--- config.mk ---
export PLATFORM = sky130hd
export DESIGN_NAME = output_module
export DESIGN_NICKNAME = d
export VERILOG_FILES = /design/src/rtl/ravenoc_pkg.sv /design/src/rtl/output_rr_arbiter.sv /design/src/rtl/output_module.sv
export SDC_FILE = /design/constraint.sdc
export NUM_CORES = 1
export LEC_CHECK = 0
export ABC_AREA = 1
export CAP_MARGIN = 5
export CORE_MARGIN = 2
export CORE_UTILIZATION = 29
export DETAILED_ROUTE_END_ITERATION = 6
export MAX_ROUTING_LAYER = met4
export SLEW_MARGIN = 20
export SYNTH_ARGS = -nofsm -noshare
export SYNTH_HDL_FRONTEND = slang
export SYNTH_SLANG_ARGS = --single-unit
--- constraint.sdc ---
create_clock -name clk -period 4.3 [get_ports clk]
set_input_delay 0.86 -clock clk [delete_from_list [all_inputs] [get_ports clk]]
set_output_delay 0.86 -clock clk [all_outputs]
set_load 0.02 [all_outputs]
--- src/rtl/ravenoc_pkg.sv ---
// Shared router types: flit/VC widths, flit-type encoding and the flit request bundle.
package ravenoc_pkg;

   localparam int unsigned FlitWidth  = 34;
   localparam int unsigned NumVirtChn = 3;
   localparam int unsigned VcWidth    = 2;

   typedef enum logic [1:0] {
      HeadFlit     = 2'b00,
      BodyFlit     = 2'b01,
      TailFlit     = 2'b10,
      HeadTailFlit = 2'b11
   } flit_type_t;

   typedef struct packed {
      logic                 valid;
      logic [VcWidth-1:0]   vc_id;
      logic [FlitWidth-1:0] flit;
   } s_flit_req_t;

endpackage

--- src/rtl/output_rr_arbiter.sv ---
// Round-robin arbiter: one-hot grant to the first requester at or after ptr, wrapping to 0.
module output_rr_arbiter import ravenoc_pkg::*; #(
   parameter int unsigned N    = 4,
   parameter int unsigned PtrW = (N > 1) ? $clog2(N) : 1
) (
   input  logic [N-1:0]    req,
   input  logic [PtrW-1:0] ptr,
   output logic [N-1:0]    grant
);

   logic            found;
   logic [PtrW-1:0] idx;

   always_comb begin
      grant = '0;
      found = 1'b0;
      idx   = '0;
      for (int unsigned i = 0; i < N; i++) begin
         idx = PtrW'((32'(ptr) + i) % N);
         if (!found && req[idx]) begin
            grant[idx] = 1'b1;
            found      = 1'b1;
         end
      end
   end

endmodule

--- src/rtl/output_module.sv ---
// Output stage of one router port: per-VC wormhole locks, fixed VC priority, per-VC round robin.
// Define OUTPUT_MODULE_SKID_EN to register the outgoing flit (1-cycle latency, ready path cut).
module output_module import ravenoc_pkg::*; #(
   parameter int unsigned NUM_PORTS  = 4,
   parameter int unsigned FLIT_WIDTH = FlitWidth,
   parameter int unsigned NUM_VC     = NumVirtChn,
   parameter int unsigned VC_WIDTH   = VcWidth
) (
   input  logic                                           clk,
   input  logic                                           arst,
   input  logic [NUM_PORTS*(FLIT_WIDTH+VC_WIDTH+1)-1:0]   fin_req_i,
   output logic [NUM_PORTS-1:0]                           fin_resp_o,
   output logic [FLIT_WIDTH+VC_WIDTH:0]                   fout_req_o,
   input  logic                                           fout_resp_i
);

   localparam int unsigned ReqW   = FLIT_WIDTH + VC_WIDTH + 1;
   localparam int unsigned PtrW   = (NUM_PORTS > 1) ? $clog2(NUM_PORTS) : 1;
   localparam int unsigned VcIdxW = (NUM_VC > 1) ? $clog2(NUM_VC) : 1;

   logic [ReqW-1:0]      req      [NUM_PORTS];
   logic [NUM_PORTS-1:0] elig     [NUM_VC];
   logic [NUM_PORTS-1:0] rr_grant [NUM_VC];

   logic [NUM_VC-1:0] locked_q, locked_d;
   logic [PtrW-1:0]   owner_q  [NUM_VC];
   logic [PtrW-1:0]   owner_d  [NUM_VC];
   logic [PtrW-1:0]   rr_q     [NUM_VC];
   logic [PtrW-1:0]   rr_d     [NUM_VC];

   logic                 win_any;
   logic [VcIdxW-1:0]    win_vc;
   logic [NUM_PORTS-1:0] grant;
   logic [ReqW-1:0]      sel_req;
   logic [PtrW-1:0]      sel_port;
   logic [PtrW-1:0]      next_port;
   flit_type_t           sel_type;
   logic                 can_fire;
   logic                 fire;

   // Eligibility: the owner of a locked VC, or any head/head_tail on an idle VC.
   always_comb begin
      for (int p = 0; p < NUM_PORTS; p++) begin
         req[p] = fin_req_i[p*ReqW +: ReqW];
      end
      for (int v = 0; v < NUM_VC; v++) begin
         elig[v] = '0;
         for (int p = 0; p < NUM_PORTS; p++) begin
            if (req[p][ReqW-1] && (req[p][FLIT_WIDTH +: VC_WIDTH] == VC_WIDTH'(v))) begin
               if (locked_q[v]) begin
                  elig[v][p] = (owner_q[v] == PtrW'(p));
               end else begin
                  elig[v][p] = (req[p][FLIT_WIDTH-1 -: 2] == HeadFlit) ||
                               (req[p][FLIT_WIDTH-1 -: 2] == HeadTailFlit);
               end
            end
         end
      end
   end

   for (genvar v = 0; v < NUM_VC; v++) begin : g_arb
      output_rr_arbiter #(
         .N    (NUM_PORTS),
         .PtrW (PtrW)
      ) u_arb (
         .req   (elig[v]),
         .ptr   (rr_q[v]),
         .grant (rr_grant[v])
      );
   end

   // Ascending scan so the highest-numbered eligible VC is the one left standing.
   always_comb begin
      win_any = 1'b0;
      win_vc  = '0;
      grant   = '0;
      for (int v = 0; v < NUM_VC; v++) begin
         if (|elig[v]) begin
            win_any = 1'b1;
            win_vc  = VcIdxW'(v);
            grant   = locked_q[v] ? elig[v] : rr_grant[v];
         end
      end
   end

   always_comb begin
      sel_req  = '0;
      sel_port = '0;
      for (int p = 0; p < NUM_PORTS; p++) begin
         if (grant[p]) begin
            sel_req  = req[p];
            sel_port = PtrW'(p);
         end
      end
      sel_type  = flit_type_t'(sel_req[FLIT_WIDTH-1 -: 2]);
      next_port = (32'(sel_port) == NUM_PORTS - 1) ? '0 : sel_port + PtrW'(1);
   end

`ifdef OUTPUT_MODULE_SKID_EN
   logic [ReqW-1:0] skid_q;

   assign can_fire   = ~skid_q[ReqW-1] | fout_resp_i;
   assign fout_req_o = skid_q;

   always_ff @(posedge clk) begin
      if (arst) begin
         skid_q <= '0;
      end else if (can_fire) begin
         skid_q <= sel_req;
      end
   end
`else
   assign can_fire   = fout_resp_i;
   assign fout_req_o = arst ? '0 : sel_req;
`endif

   assign fire       = win_any & can_fire & ~arst;
   assign fin_resp_o = (can_fire && !arst) ? grant : '0;

   always_comb begin
      locked_d = locked_q;
      owner_d  = owner_q;
      rr_d     = rr_q;
      if (fire) begin
         for (int v = 0; v < NUM_VC; v++) begin
            if (win_vc == VcIdxW'(v)) begin
               unique case (sel_type)
                  HeadFlit: begin
                     locked_d[v] = 1'b1;
                     owner_d[v]  = sel_port;
                     rr_d[v]     = next_port;
                  end
                  HeadTailFlit: rr_d[v]     = next_port;
                  TailFlit:     locked_d[v] = 1'b0;
                  BodyFlit:     ;
               endcase
            end
         end
      end
   end

   always_ff @(posedge clk) begin
      if (arst) begin
         locked_q <= '0;
         for (int v = 0; v < NUM_VC; v++) begin
            owner_q[v] <= '0;
            rr_q[v]    <= '0;
         end
      end else begin
         locked_q <= locked_d;
         owner_q  <= owner_d;
         rr_q     <= rr_d;
      end
   end

endmodule

* Yosys cells after proc, flatten, opt, wreduce, memory -nomap -nowiden
Cells that the tools add are included.
** Storage, ports and cells
- Register bits :: 15
- Bits of input ports :: 151
- Logic and storage cells :: 271
** Cells by class
- Magnitude comparators :: 24
- Reductions and logical operators :: 75
- Bitwise gates (word level) :: 12
- Eq/ne operators :: 26
- Add/sub/neg operators :: 10
- Mux-type cells :: 115
** Operators with widths (count)
- 2-to-1 mux 37 bit :: 5
- 2-to-1 mux 4 bit :: 19
- 2-to-1 mux 1 bit :: 62
- == test 2 bit, second input constant :: 18
- < comparator 2 x 3 -> 1 bit, second input constant :: 12
- bitwise OR 4 bit :: 9
- logical AND 1 bit :: 34
- AND reduction 3 bit :: 9
- zero test 2 bit :: 13
- binary-select mux 1 bit (select 2 bit) :: 12
- demux 1 bit (select 2 bit) :: 12
- >= comparator 2 x 1 -> 1 bit, second input constant :: 12
- == test 2 x 1 -> 1 bit, second input constant :: 8
- adder 2 bit, second input constant :: 6
- OR reduction 4 bit :: 3
- zero test 1 bit :: 10
- adder 2 x 1 -> 2 bit, second input constant :: 4
- 2-to-1 mux 2 bit :: 4
- logical OR 1 bit :: 4
- bitwise AND 1 bit :: 2
- one-hot mux 1 bit (2 select lines) :: 1
- nonzero test 2 bit :: 1
- OR reduction 2 bit :: 1
- NOT 1 bit :: 1

* Depth between registers and ports, before layout
Gate-level depths: netlist of run 1.
- Depth after elaboration :: 27
- Depth in mapped cells :: 26

* By module
Synthesis of run 1 repeated with hierarchy kept, for this count alone.
** Second synthesis, totals
- Cells, all modules :: 808
- Area total of the unflattened synthesis :: 4530.6 µm²
** By module, submodules not included
- output_module :: area each 3338.2 µm², instances 1, cells an instance 589
- output_rr_arbiter (g_arb[0].u_arb ...) :: area each 396.6 µm², instances 2, cells an instance 73
- output_rr_arbiter (g_arb[2].u_arb) :: area each 399.1 µm², instances 1, cells an instance 73

* Worst setup path after synthesis of run 1
Ideal clock, no wire load.
- Kind :: in2out
- Start point :: input fin_req_i[69]
- End point :: output fout_req_o[2]
- Buffers on the path :: 1
- Data arrival time :: 2.863 ns
- Setup slack :: 0.577 ns
- Stages :: 19
- Required time :: 3.440 ns
- Path through :: inv_1 -> nand2_1 -> nand3_1 -> inv_1 -> nor2_1 -> nand2_1 -> nand2_1 -> nand2_1 -> nand2_1 -> nor2_2 -> nand3_1 -> nand3_1 -> nand2_1 -> nand3_4 -> inv_4 -> buf_6 -> o21a_1 -> o211ai_1 -> a21oi_1
** On the way
- Cells in the longest elaborated chain, start to end :: 25
- Elaborated cells on any way between the ends :: 95
- Those cells by class :: eq/ne: 1; mux: 62; bitwise: 9; reduce/logical: 23
** RTL lines
- from (decl) :: line output_module.sv:11 : input logic [NUM_PORTS*(FLIT_WIDTH+VC_WIDTH+1)-1:0] fin_req_i,
- == test 2 bit / zero test 2 bit (equally long branches) :: line output_module.sv:54, output_module.sv:53
- logical OR 1 bit (*) :: line output_module.sv:53 : elig[v][p] = (req[p][FLIT_WIDTH-1 -: 2] == HeadFlit) ||
- 2-to-1 mux 1 bit :: line output_module.sv:50 : if (locked_q[v]) begin
- 2-to-1 mux 1 bit :: line output_module.sv:49 : if (req[p][ReqW-1] && (req[p][FLIT_WIDTH +: VC_WIDTH] == VC_WIDTH'(v))) begin
- binary-select mux 1 bit (select 2 bit) :: line output_rr_arbiter.sv:20 : if (!found && req[idx]) begin
- 2-to-1 mux 1 bit (not written as such) :: line output_rr_arbiter.sv:20
- 2-to-1 mux 1 bit :: line output_rr_arbiter.sv:20
- zero test 1 bit :: line output_rr_arbiter.sv:20
- [6 not listed]
- logical AND 1 bit :: line output_rr_arbiter.sv:20
- 2-to-1 mux 4 bit :: line output_rr_arbiter.sv:20
- 2-to-1 mux 4 bit :: line output_module.sv:81 : grant = locked_q[v] ? elig[v] : rr_grant[v];
- 2-to-1 mux 4 bit (2 in a row) :: line output_module.sv:78 : if (|elig[v]) begin
- 2-to-1 mux 4 bit (*) :: line output_module.sv:78
- 2-to-1 mux 37 bit (3 in a row) :: line output_module.sv:90 : if (grant[p]) begin
- 2-to-1 mux 37 bit (*) :: line output_module.sv:90
- 2-to-1 mux 37 bit (*) :: line output_module.sv:114 : assign fout_req_o = arst ? '0 : sel_req;
- to (decl) :: line output_module.sv:13 : output logic [FLIT_WIDTH+VC_WIDTH:0] fout_req_o,
Every way passes the cells marked *; elsewhere a longest branch is shown, timed or not. The select of a mux whose other input is x is not followed.

* Final worst setup path of run 1
- Start point :: input fin_req_i[32]
- End point :: output fout_req_o[6]
The elaborated chain is that of the path after synthesis.

==> results.rst, run 1 <==
.. list-table::
   :header-rows: 1

   * - Metric
     - Value
   * - Clock network fraction of design power
     - 11.2%
   * - Placement-stage worst setup slack
     - -0.8685 ns
   * - Initial Utilization
     - 29.91%
   * - GRT met1 Usage
     - ~32%
   * - CTS sink cnt
     - 15
   * - Finish-stage setup viols
     - 0
   * - Capturing element type of the critical path
     - output pin
   * - Register bit count reported by yosys
     - 15
   * - Share of cells above drive strength 1
     - roughly a third
   * - RePlAce Congestion
     - 0.9871
   * - All-Layer GR Usage
     - approximately a quarter
   * - Worst EP arrival
     - 3.30 ns
   * - Die Height
     - 121.1 um
   * - Synth unique cells
     - 29
   * - Post-Syn Area per Cell
     - 5.632 um2
   * - VDD IR-drop max
     - ~140 uV
   * - Layout Nets
     - 1163
   * - P&R area growth vs syn
     - 84.42%
   * - Number of failing hold endpoints at the final stage
     - 0
   * - I/O pins
     - between 150 and 200
   * - Via count of the first global-routing pass
     - 5400
   * - Number of placement rows
     - 42
   * - Worst hold path class
     - flip-flop to flip-flop
   * - Number of buffers inserted by port buffering
     - between 150 and 200
   * - Final sum of negative setup slack
     - 0 ns
   * - Count of H-tree levels built during CTS
     - 1
   * - Count of max-cap constraint violations
     - 0
   * - Peak-usage layer in the global routing report
     - met2
   * - Residual DRC
     - 0
   * - Per-cell via count in the routed design
     - 5.044
   * - Sequential-to-total area share from yosys stat
     - 7.552%
   * - Net switching power figure
     - 0.7660 mW
   * - Most frequent cells in the layout
     - 130 x sky130_fd_sc_hd__clkdlybuf4s50_1, 129 x sky130_fd_sc_hd__nand2_1, 97 x sky130_fd_sc_hd__buf_4
   * - Area share of fa/ha/maj cells after synthesis
     - 6.923%
   * - Min setup slack post-route
     - 0.1428 ns
   * - Total global routing overflow
     - 0
   * - Max transition margin
     - 68.49%
   * - TritonCTS clock tree
     - done
   * - CTS Root Cell
     - sky130_fd_sc_hd__clkbuf_16
   * - Clock Tree Buf Depth
     - 2
   * - Total wire length after detailed routing
     - 19720 um
   * - Top area cells in the synthesized netlist
     - sky130_fd_sc_hd__nand2_1 15%, sky130_fd_sc_hd__nand3_1 12%, sky130_fd_sc_hd__inv_1 8.7%
   * - Fraction of power spent switching nets
     - 46.87%
   * - Final core utilization
     - around 55%
   * - Ant diodes
     - 0
   * - Worst clock skew on the final layout
     - 0.002591 ns
   * - Iteration-0 DRC count of the detailed router
     - 389
   * - Top cell type by total area after synthesis
     - sky130_fd_sc_hd__nand2_1
   * - Core ar.
     - 13300 um2
   * - Internal power of the cells
     - 0.8684 mW
   * - Fraction of the mapped netlist area in simple logic gates
     - 41.63%
   * - DR vias
     - just under 6000
   * - Number of nets in the synthesized netlist
     - 879
   * - Sum of internal, switching and leakage power
     - 1.634 mW
   * - Total Die Area
     - 14660 um2
   * - Yosys synthesis warning count
     - 0
   * - Post-synthesis compound-gate area fraction
     - 28.63%
   * - Clock Pin Slew Worst Setup and Hold Paths
     - around 0.050 ns
   * - Power per cell area
     - 222.9 nW/um2
   * - Sequential fraction of design power
     - a little under a tenth
   * - Worst-skew pair later-pin latency
     - 0.25 ns
   * - Most common cell after layout, fill and taps aside
     - sky130_fd_sc_hd__clkdlybuf4s50_1
   * - Worst Path Class, Setup
     - input port to output pin
   * - Clock buffer count from CTS
     - 3
   * - Antenna violations before repair
     - 0
   * - Pin count of the biggest net entering global routing
     - 38
   * - Leakage
     - around 3.5 nW
   * - Post-route clock period utilization
     - 96.68%
   * - Half-perimeter wire length of the detailed placement result
     - about 15000 um
   * - Comb pwr share
     - 79.3%
   * - Peak fanout along the critical path
     - 7
   * - Fraction of synthesized area in multiplexers
     - 0%
   * - Met3 usage in global routing
     - 5.263%
   * - Met2 Use GR
     - a little over two fifths
   * - Post-Synth XOR/XNOR Area
     - 0%
   * - Result of the run
     - completed
   * - DR WL/cell
     - around 17 um
   * - X dimension of the die
     - 121.1 um
   * - Area share of the largest cell type after synthesis
     - 14.92%
   * - Measured slew at the worst slew-check pin
     - 0.4727 ns
   * - Minimum clock period
     - 4.157 ns
   * - Main combinational cell family by area after synthesis
     - simple AND/OR/NAND/NOR gates
   * - Area of the mapped netlist
     - a little under 4000 um2
   * - Wire length of the first global-routing pass
     - 29150 um
   * - Post-detailed-route count of antenna-violating nets
     - 0
   * - Required time of the critical path
     - 3.44 ns
   * - Cells after Synth
     - 706
   * - Total count of max-transition violations in the final report
     - 0
   * - Top achievable clock speed
     - about 240 MHz
   * - Iteration count of the initial detailed-routing pass
     - 4
   * - Setup crit start kind
     - input port
synth_stat cells:
master / n
sky130_fd_sc_hd__dfxtp_1: 15
sky130_fd_sc_hd__nor3_4: 1
sky130_fd_sc_hd__o211ai_1: 36
sky130_fd_sc_hd__inv_1: 92
sky130_fd_sc_hd__nor2_2: 3
sky130_fd_sc_hd__a21oi_1: 65
sky130_fd_sc_hd__o21ai_1: 16
sky130_fd_sc_hd__ha_1: 22
sky130_fd_sc_hd__inv_2: 12
sky130_fd_sc_hd__nand4_1: 11
sky130_fd_sc_hd__buf_2: 4
sky130_fd_sc_hd__nand2_8: 1
sky130_fd_sc_hd__buf_4: 4
sky130_fd_sc_hd__inv_4: 2
sky130_fd_sc_hd__nand3_2: 14
sky130_fd_sc_hd__and2_1: 1
sky130_fd_sc_hd__nand3_1: 93
sky130_fd_sc_hd__a21oi_2: 2
sky130_fd_sc_hd__nand2_4: 1
sky130_fd_sc_hd__o21a_1: 32
sky130_fd_sc_hd__nor2_1: 50
sky130_fd_sc_hd__nand3_4: 3
sky130_fd_sc_hd__clkbuf_1: 8
sky130_fd_sc_hd__nand2_2: 4
sky130_fd_sc_hd__nor3_1: 2
sky130_fd_sc_hd__nand2_1: 158
sky130_fd_sc_hd__buf_6: 11
sky130_fd_sc_hd__nor2_8: 2
sky130_fd_sc_hd__o21ai_0: 41
what timing repair did:
item / 4_1_cts / 5_1_grt
endpoints found under the setup margin: 48 / 47
resized for setup: 249 / 135
pin swaps: 32 / 53
setup buffers: 11 / 6
hold buffers: 0 / 0
cloned: 3 / 2
flip-flops by register name, summed over array words and instances, names as in the netlist:
name / count
locked_q: 3
owner_q: 6
rr_q: 6
path summary, 6_finish.rpt:
| path | end | cells after the start | startpoint | slack [ns] |
|---|---|---|---|---|
| setup / recovery | fout_req_o[6] | 20 | fin_req_i[32] | 0.14 |
| hold / removal | owner_q[5] | 2 | owner_q[5] | 0.58 |
| setup reg to reg | owner_q[3] | 23 | rr_q[1] | 0.54 |
| hold reg to reg | owner_q[5] | 2 | owner_q[5] | 0.58 |
power by group through the flow:
stage	logic (mW)	clock network (mW)	registers [mW]
finish	1.30	0.184	0.155
global route	1.39	0.194	0.156
floorplan	0.651	0	0.157
CTS	1.20	0.185	0.154
global placement	1.20	0	0.156
detailed placement	1.20	0	0.156
logic make-up after synthesis:
family	after synthesis
buffers and inverters	133
and+or+nand+nor	344
adders and majority gates	22
DFF	15
AOI/OAI and AO/OA	192
layer usage:
layer,up-vias,wire length [um]
met2,224,9591
met5,-,0
met3,32,1576
li1,2933,-
met1,2687,8183
met4,0,368
critical path: stages:
cell and delay [ns]:
sky130_fd_sc_hd__clkbuf_2 0.13, sky130_fd_sc_hd__inv_1 0.06, sky130_fd_sc_hd__nand2_2 0.10, sky130_fd_sc_hd__buf_4 0.13, sky130_fd_sc_hd__nand3_4 0.09, sky130_fd_sc_hd__nand2_2 0.12
sky130_fd_sc_hd__nand2_2 0.07, sky130_fd_sc_hd__nor3_4 0.19, sky130_fd_sc_hd__inv_2 0.10, sky130_fd_sc_hd__nor2_8 0.13, sky130_fd_sc_hd__nand2_4 0.07, sky130_fd_sc_hd__a21oi_2 0.13
sky130_fd_sc_hd__nand2_2 0.09, sky130_fd_sc_hd__nand3_4 0.14, sky130_fd_sc_hd__buf_6 0.15, sky130_fd_sc_hd__nand2_8 0.08, sky130_fd_sc_hd__buf_4 0.17, sky130_fd_sc_hd__o211ai_1 0.20
sky130_fd_sc_hd__a21oi_1 0.10, sky130_fd_sc_hd__buf_4 0.18
through the flow:
| step | cell area [um2] | cells | hold slack (ns) |
|---|---|---|---|
| after detailed placement | 6685 | 1140 | 0.5728 |
| final | 7333 | 1165 | 0.5774 |
| after global routing | 7333 | 1165 | 0.6200 |
| after global placement | 6685 | 1140 | 0.5675 |
| after floorplan | 3976 | 706 | 0.5388 |
| after CTS | 6984 | 1158 | 0.5754 |
cell type report:
cell class | count | area [um2]
repair inverters | 1 | 6.256
repair buffers | 304 | 2721
fillers | 1290 | 5962
clock buffers | 4 | 78.83
inverters | 106 | 415.4
well taps | 176 | 220.2
multi-input cells | 559 | 3590
flip-flops and latches | 15 | 301.5
Power figures use the tool's default switching activity.
==> run 2: changes to the inputs <==
--- a/config.mk
+++ b/config.mk
@@ -9,6 +9,7 @@
 export CAP_MARGIN = 5
 export CORE_MARGIN = 2
 export CORE_UTILIZATION = 29
+export CTS_CLUSTER_DIAMETER = 50
 export DETAILED_ROUTE_END_ITERATION = 6
 export MAX_ROUTING_LAYER = met4
 export SLEW_MARGIN = 20
==> results of run 2 <==
Final layout, timing and power as in run 1 (identical DEF).
==> run 3: changes to the inputs <==
--- a/config.mk
+++ b/config.mk
@@ -11,6 +11,7 @@
 export CORE_UTILIZATION = 29
 export CTS_CLUSTER_DIAMETER = 50
 export DETAILED_ROUTE_END_ITERATION = 6
+export GPL_ROUTABILITY_DRIVEN = 0
 export MAX_ROUTING_LAYER = met4
 export SLEW_MARGIN = 20
 export SYNTH_ARGS = -nofsm -noshare
==> constraint.sdc (replaced) <==
create_clock -name clk -period 5.3 [get_ports clk]
set_input_delay 1.06 -clock clk [delete_from_list [all_inputs] [get_ports clk]]
set_output_delay 1.06 -clock clk [all_outputs]
set_load 0.02 [all_outputs]
==> run 3 against run 2 <==
Compared with the run above:
- worst setup slack better by 0.076 ns
- die area unchanged
- routed wire length shrank 10%
- critical path depth down 2
- combinational power shrank 29%
- non-clock buffer count shrank 40
- count of clock-buffer cells in the layout did not move
- total power down 27%
- flip-flop and latch count is the same
- sequential share of layout area rose by 0.46 points
- clock skew up 0.0013 ns
- largest power group unchanged
==> results.rst, run 3 (synthesized netlist as in run 1, its figures left out) <==
.. list-table::
   :header-rows: 1

   * - Metric
     - Value
   * - Finish-stage setup viols
     - 0 (unchanged)
   * - Most common cell after layout, fill and taps aside
     - sky130_fd_sc_hd__nand2_1
   * - Pin count of the biggest net entering global routing
     - 38 (unchanged)
   * - Layout Nets
     - 1121 (-3.6%)
   * - Setup crit start kind
     - input port
   * - Minimum clock period
     - 5.081 ns
   * - VDD IR-drop max
     - 103.4 uV (-28%)
   * - DR vias
     - 5578 (-5.1%)
   * - Via count of the first global-routing pass
     - 5181 (-4.1%)
   * - Core ar.
     - 13300 um2 (unchanged)
   * - Worst clock skew on the final layout
     - 0.003841 ns (+0.001250 ns)
   * - Placement-stage worst setup slack
     - -0.1438 ns (+0.7247 ns)
   * - Capturing element type of the critical path
     - output pin
   * - Wire length of the first global-routing pass
     - 27760 um (-4.8%)
   * - Peak fanout along the critical path
     - 11 (+4)
   * - CTS Root Cell
     - sky130_fd_sc_hd__clkbuf_16
   * - Residual DRC
     - 0 (unchanged)
   * - Post-CTS Setup Repair Bufs
     - 0 (-11)
   * - Worst hold path class
     - flip-flop to flip-flop
   * - Registers with the most flip-flops
     - owner_q x6, rr_q x6, locked_q x3
   * - All-Layer GR Usage
     - 24.47% (-1.4 points)
   * - Number of placement rows
     - 42 (unchanged)
   * - Number of failing hold endpoints at the final stage
     - 0 (unchanged)
   * - RSZ-0062 raised after global routing
     - false
   * - Clock buffer count from CTS
     - 3 (unchanged)
   * - Iteration-0 DRC count of the detailed router
     - 456 (+17%)
   * - Worst EP arrival
     - 4.02 ns (+0.72 ns)
   * - Count of H-tree levels built during CTS
     - 1 (unchanged)
   * - I/O pins
     - 192 (unchanged)
   * - Iteration count of the initial detailed-routing pass
     - 5 (+1)
   * - Total count of max-transition violations in the final report
     - 0 (unchanged)
   * - Worst Path Class, Setup
     - input port to output pin
   * - Clock Tree Buf Depth
     - 2 (unchanged)
   * - Top achievable clock speed
     - 196.8 MHz
   * - Count of max-cap constraint violations
     - 0 (unchanged)
   * - Total wire length after detailed routing
     - 17650 um (-10%)
   * - Number of buffers inserted by port buffering
     - 191 (unchanged)
   * - CTS sink cnt
     - 15 (unchanged)
   * - Per-cell via count in the routed design
     - 4.967 (-1.5%)
   * - Number of inserted filler cells in the final layout
     - 1416 (+9.8%)
   * - Non-filler instance count after layout
     - 1123 (-3.6%)
   * - Final core utilization
     - 49.38% (-5.8 points)
   * - Worst-skew pair later-pin latency
     - 0.25 ns (about the same)
   * - Required time of the critical path
     - 4.24 ns (+0.80 ns)
   * - X dimension of the die
     - 121.1 um (unchanged)
   * - Share of cells above drive strength 1
     - 15.52% (-16 points)
   * - Clock Pin Slew Worst Setup and Hold Paths
     - 0.05 ns (about the same)
   * - Sum of internal, switching and leakage power
     - 1.200 mW (-27%)
   * - Ant diodes
     - 0 (unchanged)
   * - Result of the run
     - completed
   * - Max transition margin
     - 53.39% (-15 points)
   * - Count of placed standard cells including taps
     - 1119 (-1.8%)
   * - Post-route clock period utilization
     - 95.88%
   * - DR WL/cell
     - 15.72 um (-7.1%)
   * - Most frequent cells in the layout
     - 157 x sky130_fd_sc_hd__nand2_1, 152 x sky130_fd_sc_hd__clkdlybuf4s50_1, 92 x sky130_fd_sc_hd__inv_1, 92 x sky130_fd_sc_hd__nand3_1, 65 x sky130_fd_sc_hd__a21oi_1
   * - Post-detailed-route count of antenna-violating nets
     - 0 (unchanged)
   * - TritonCTS clock tree
     - done
   * - Total global routing overflow
     - 0 (unchanged)
   * - P&R area growth vs syn
     - 65.10%
   * - Die Height
     - 121.1 um (unchanged)
   * - Measured slew at the worst slew-check pin
     - 0.6918 ns (+0.2191 ns)
   * - Leakage
     - 3.161 nW (-9.4%)
   * - Min setup slack post-route
     - 0.2186 ns (+0.07575 ns)
   * - Antenna violations before repair
     - 0 (unchanged)
   * - Power per cell area
     - 182.7 nW/um2 (-18%)
   * - Total Die Area
     - 14660 um2 (unchanged)
   * - Half-perimeter wire length of the detailed placement result
     - 14590 um (-3.1%)
   * - Initial Utilization
     - 29.91% (unchanged)
   * - Final sum of negative setup slack
     - 0 ns (unchanged)
[run 3: cell count changes in the layout (fill, tap and decap cells not counted), sizes merged]
cell / delta
dlygate4sd2: +8
clkdlybuf4s50: +22
buf: -76
nand2: -1
clkdlybuf4s15: +4
clkinv: -1
dlymetal6s2s: +2
[run 3: power breakdown]
part | switching [mW] | internal [mW] | total (mW)
Combinational | 0.496 | 0.424 | 0.920
Sequential | 0.0118 | 0.119 | 0.130
Clock | 0.0470 | 0.102 | 0.149
[run 3: cell type report]
| class | instances | area, um2 | area share, % |
|---|---|---|---|
| flip-flops and latches | 15 | 300.3 | 4.574 |
| well taps | 176 | 220.2 | 3.354 |
| repair buffers | 264 | 2459 | 37.45 |
| multi-input cells | 558 | 3099 | 47.21 |
| inverters | 106 | 407.9 | 6.213 |
| clock buffers | 4 | 78.83 | 1.201 |
[run 3: final timing paths]
check                    to           from  slack (ns)  depth (start not counted)
min              owner_q[5]     owner_q[5]        0.59                          2
max          fout_req_o[17]  fin_req_i[36]        0.22                         18
min reg2reg      owner_q[5]     owner_q[5]        0.59                          2
max reg2reg         rr_q[3]    locked_q[2]        1.54                         23
[run 3: metal layers]
layer	track usage [%]	wire [um]
met2	41.01	8234
met4	3.488	265
met5	-	0
met3	3.712	1375
met1	31.85	7777
[run 3: worst max-delay path: stages]
cell,delay (ns)
sky130_fd_sc_hd__clkdlybuf4s50_1,0.57
sky130_fd_sc_hd__nand3_1,0.21
sky130_fd_sc_hd__nor2_2,0.23
sky130_fd_sc_hd__nand3_1,0.12
sky130_fd_sc_hd__nand2_1,0.09
sky130_fd_sc_hd__nand2_1,0.05
sky130_fd_sc_hd__nand2_1,0.18
sky130_fd_sc_hd__nor2_2,0.08
sky130_fd_sc_hd__nand3_1,0.09
sky130_fd_sc_hd__nand3_1,0.08
sky130_fd_sc_hd__nand2_1,0.10
sky130_fd_sc_hd__nand3_4,0.15
sky130_fd_sc_hd__inv_8,0.14
sky130_fd_sc_hd__nand2_8,0.08
sky130_fd_sc_hd__buf_4,0.19
sky130_fd_sc_hd__o211ai_1,0.18
sky130_fd_sc_hd__a21oi_1,0.08
sky130_fd_sc_hd__dlygate4sd2_1,0.34
[run 3: metrics by stage]
step                      area (um2)  hold WS [ns]
after floorplan                 3976        0.5388
after global placement          6553        0.5852
after detailed placement        6553        0.5866
after CTS                       6594        0.5941
after global routing            6565        0.6144
final                           6565        0.5930
[run 3: what timing repair did]
| item | 4_1_cts | 5_1_grt |
|---|---|---|
| pin swaps | 1 | 1 |
| gates resized for setup | 40 | 55 |
| hold buffers | 0 | 0 |
| endpoints found under the setup margin | 37 | 40 |
==> edit, RTL diff (flow settings as in run 2) <==
`NumVirtChn`: 3 -> 6.
--- a/src/rtl/ravenoc_pkg.sv
+++ b/src/rtl/ravenoc_pkg.sv
@@ -2,7 +2,7 @@
 package ravenoc_pkg;
 
    localparam int unsigned FlitWidth  = 34;
-   localparam int unsigned NumVirtChn = 3;
+   localparam int unsigned NumVirtChn = 6;
    localparam int unsigned VcWidth    = 2;
 
    typedef enum logic [1:0] {
Check against the original RTL: not settled (the Yosys comparison gave no result); the edit may change what the design does.
==> edit against run 2 <==
The flow now finishes with violations (negative setup slack). Clock skew increased by 0.0052 ns. Setup slack worse by 0.28 ns. Design area grew 57%. Synthesized area increased by 59%. Total power increased by 110%. Global-route usage fell by 0.22 points. Register-to-register slack worse by 0.12 ns. First-iteration DRC count increased by 59%. Via count grew 59%. Wire length grew 58%. Combinational power increased by 98%. Sequential cell count is 15 higher. Largest cell class unchanged.
==> edit: results <==
grt:
  grt_pass1_wl_um: 44900
  grt_pass1_vias: 8653
  antenna_found_initial: 3
  grt_max_degree: 29
sta:
  clock_skew_ns: 0.00776
  worstMarginPinSlew_ns: 0.559
  finalWorstSetupSlack_ns: -0.134
  finalSetupViolations: 31
final_layout:
  drive_above_1_share: 0.400
detailed_routing:
  dr_wl_met2_um: 15000
  drt-met1-wl_um: 12000
  firstDrtPassIters: 5
  drt_iter0_markers: 617
synthesis:
  ys_seq_area_frac: 0.0950
  synthesis.nets: 1326
  ys_types: 36
  synthTopCellsByCount: "297 x nand2_1, 182 x nand3_1, 154 x nor2_1"
power:
  power.share.switching: 0.458
  ir_drop_v: 0.000172
  p_leak_nw: 5.38
run_status:
  violations: "negative setup slack"
  status: "finished, violations left"
clock_network:
  cts_buffers: 5
placed_design:
  hpwlAfterDp_um: 22900
critical_path:
  arrival_ns: 3.57
-- edit: routing by layer --
metal | GRT usage | vias to the layer above
met5 | - | -
li1 | - | 4515
met3 | 0.0494 | 80
met2 | 0.433 | 388
met1 | 0.290 | 4334
met4 | 0.124 | 0
-- edit: layout make-up --
class,count,area [um2]
Antenna cell,3,7.51
Clock buffer,6,139
Clock inverter,2,60.1
Fill cell,2043,10100
Inverter,116,455
Multi-Input combinational cell,952,6120
Sequential cell,30,601
Tap cell,280,350
Timing Repair Buffer,397,3790
-- edit: through the flow --
step | setup slack [ns] | instance area (um2) | std cells | power (mW)
6_report | -0.134 | 11500 | 1786 | 3.38
5_1_grt | -0.319 | 11500 | 1786 | 3.56
4_1_cts | -0.0917 | 10600 | 1769 | 3.04
3_5_place_dp | -1.10 | 9680 | 1730 | 2.39
3_3_place_gp | -1.12 | 9680 | 1730 | 2.39
2_1_floorplan | 0.417 | 6320 | 1135 | 1.44
-- edit: kinds of logic after synthesis --
kind of cell / Yosys count
simple gates: 724
compound gates: 188
buf+inv: 153
fa+ha+maj: 40
flops: 30
-- edit: path summary, 6_finish.rpt --
check	startpoint	end	slack, ns	cells past startpoint
max reg2reg	locked_q[2]	rr_q[11]	0.42	28
min	owner_q[9]	owner_q[9]	0.53	2
max	fin_req_i[108]	fout_req_o[11]	-0.13	25
min reg2reg	owner_q[9]	owner_q[9]	0.53	2
-- edit: power by group through the flow --
stage	registers, mW	clock network, mW	logic, mW
floorplan	0.312	0	1.13
global placement	0.306	0	2.09
detailed placement	0.306	0	2.09
CTS	0.300	0.509	2.23
global route	0.302	0.520	2.74
finish	0.300	0.500	2.58
-- edit: repair_timing --
item                                    CTS  global route
cloned                                    2             5
pin swaps                                69           104
gates resized for setup                 412           204
setup buffers                            30            12
hold endpoints to repair                  0             0
endpoints found under the setup margin   65            50
-- edit: tightest hold or removal path, delay by kind of cell, from the launching register on --
kind	cells	cell delay, ns
DFF	1	0.34
buffers and inverters	1	0.08
AOI/OAI and AO/OA	1	0.06
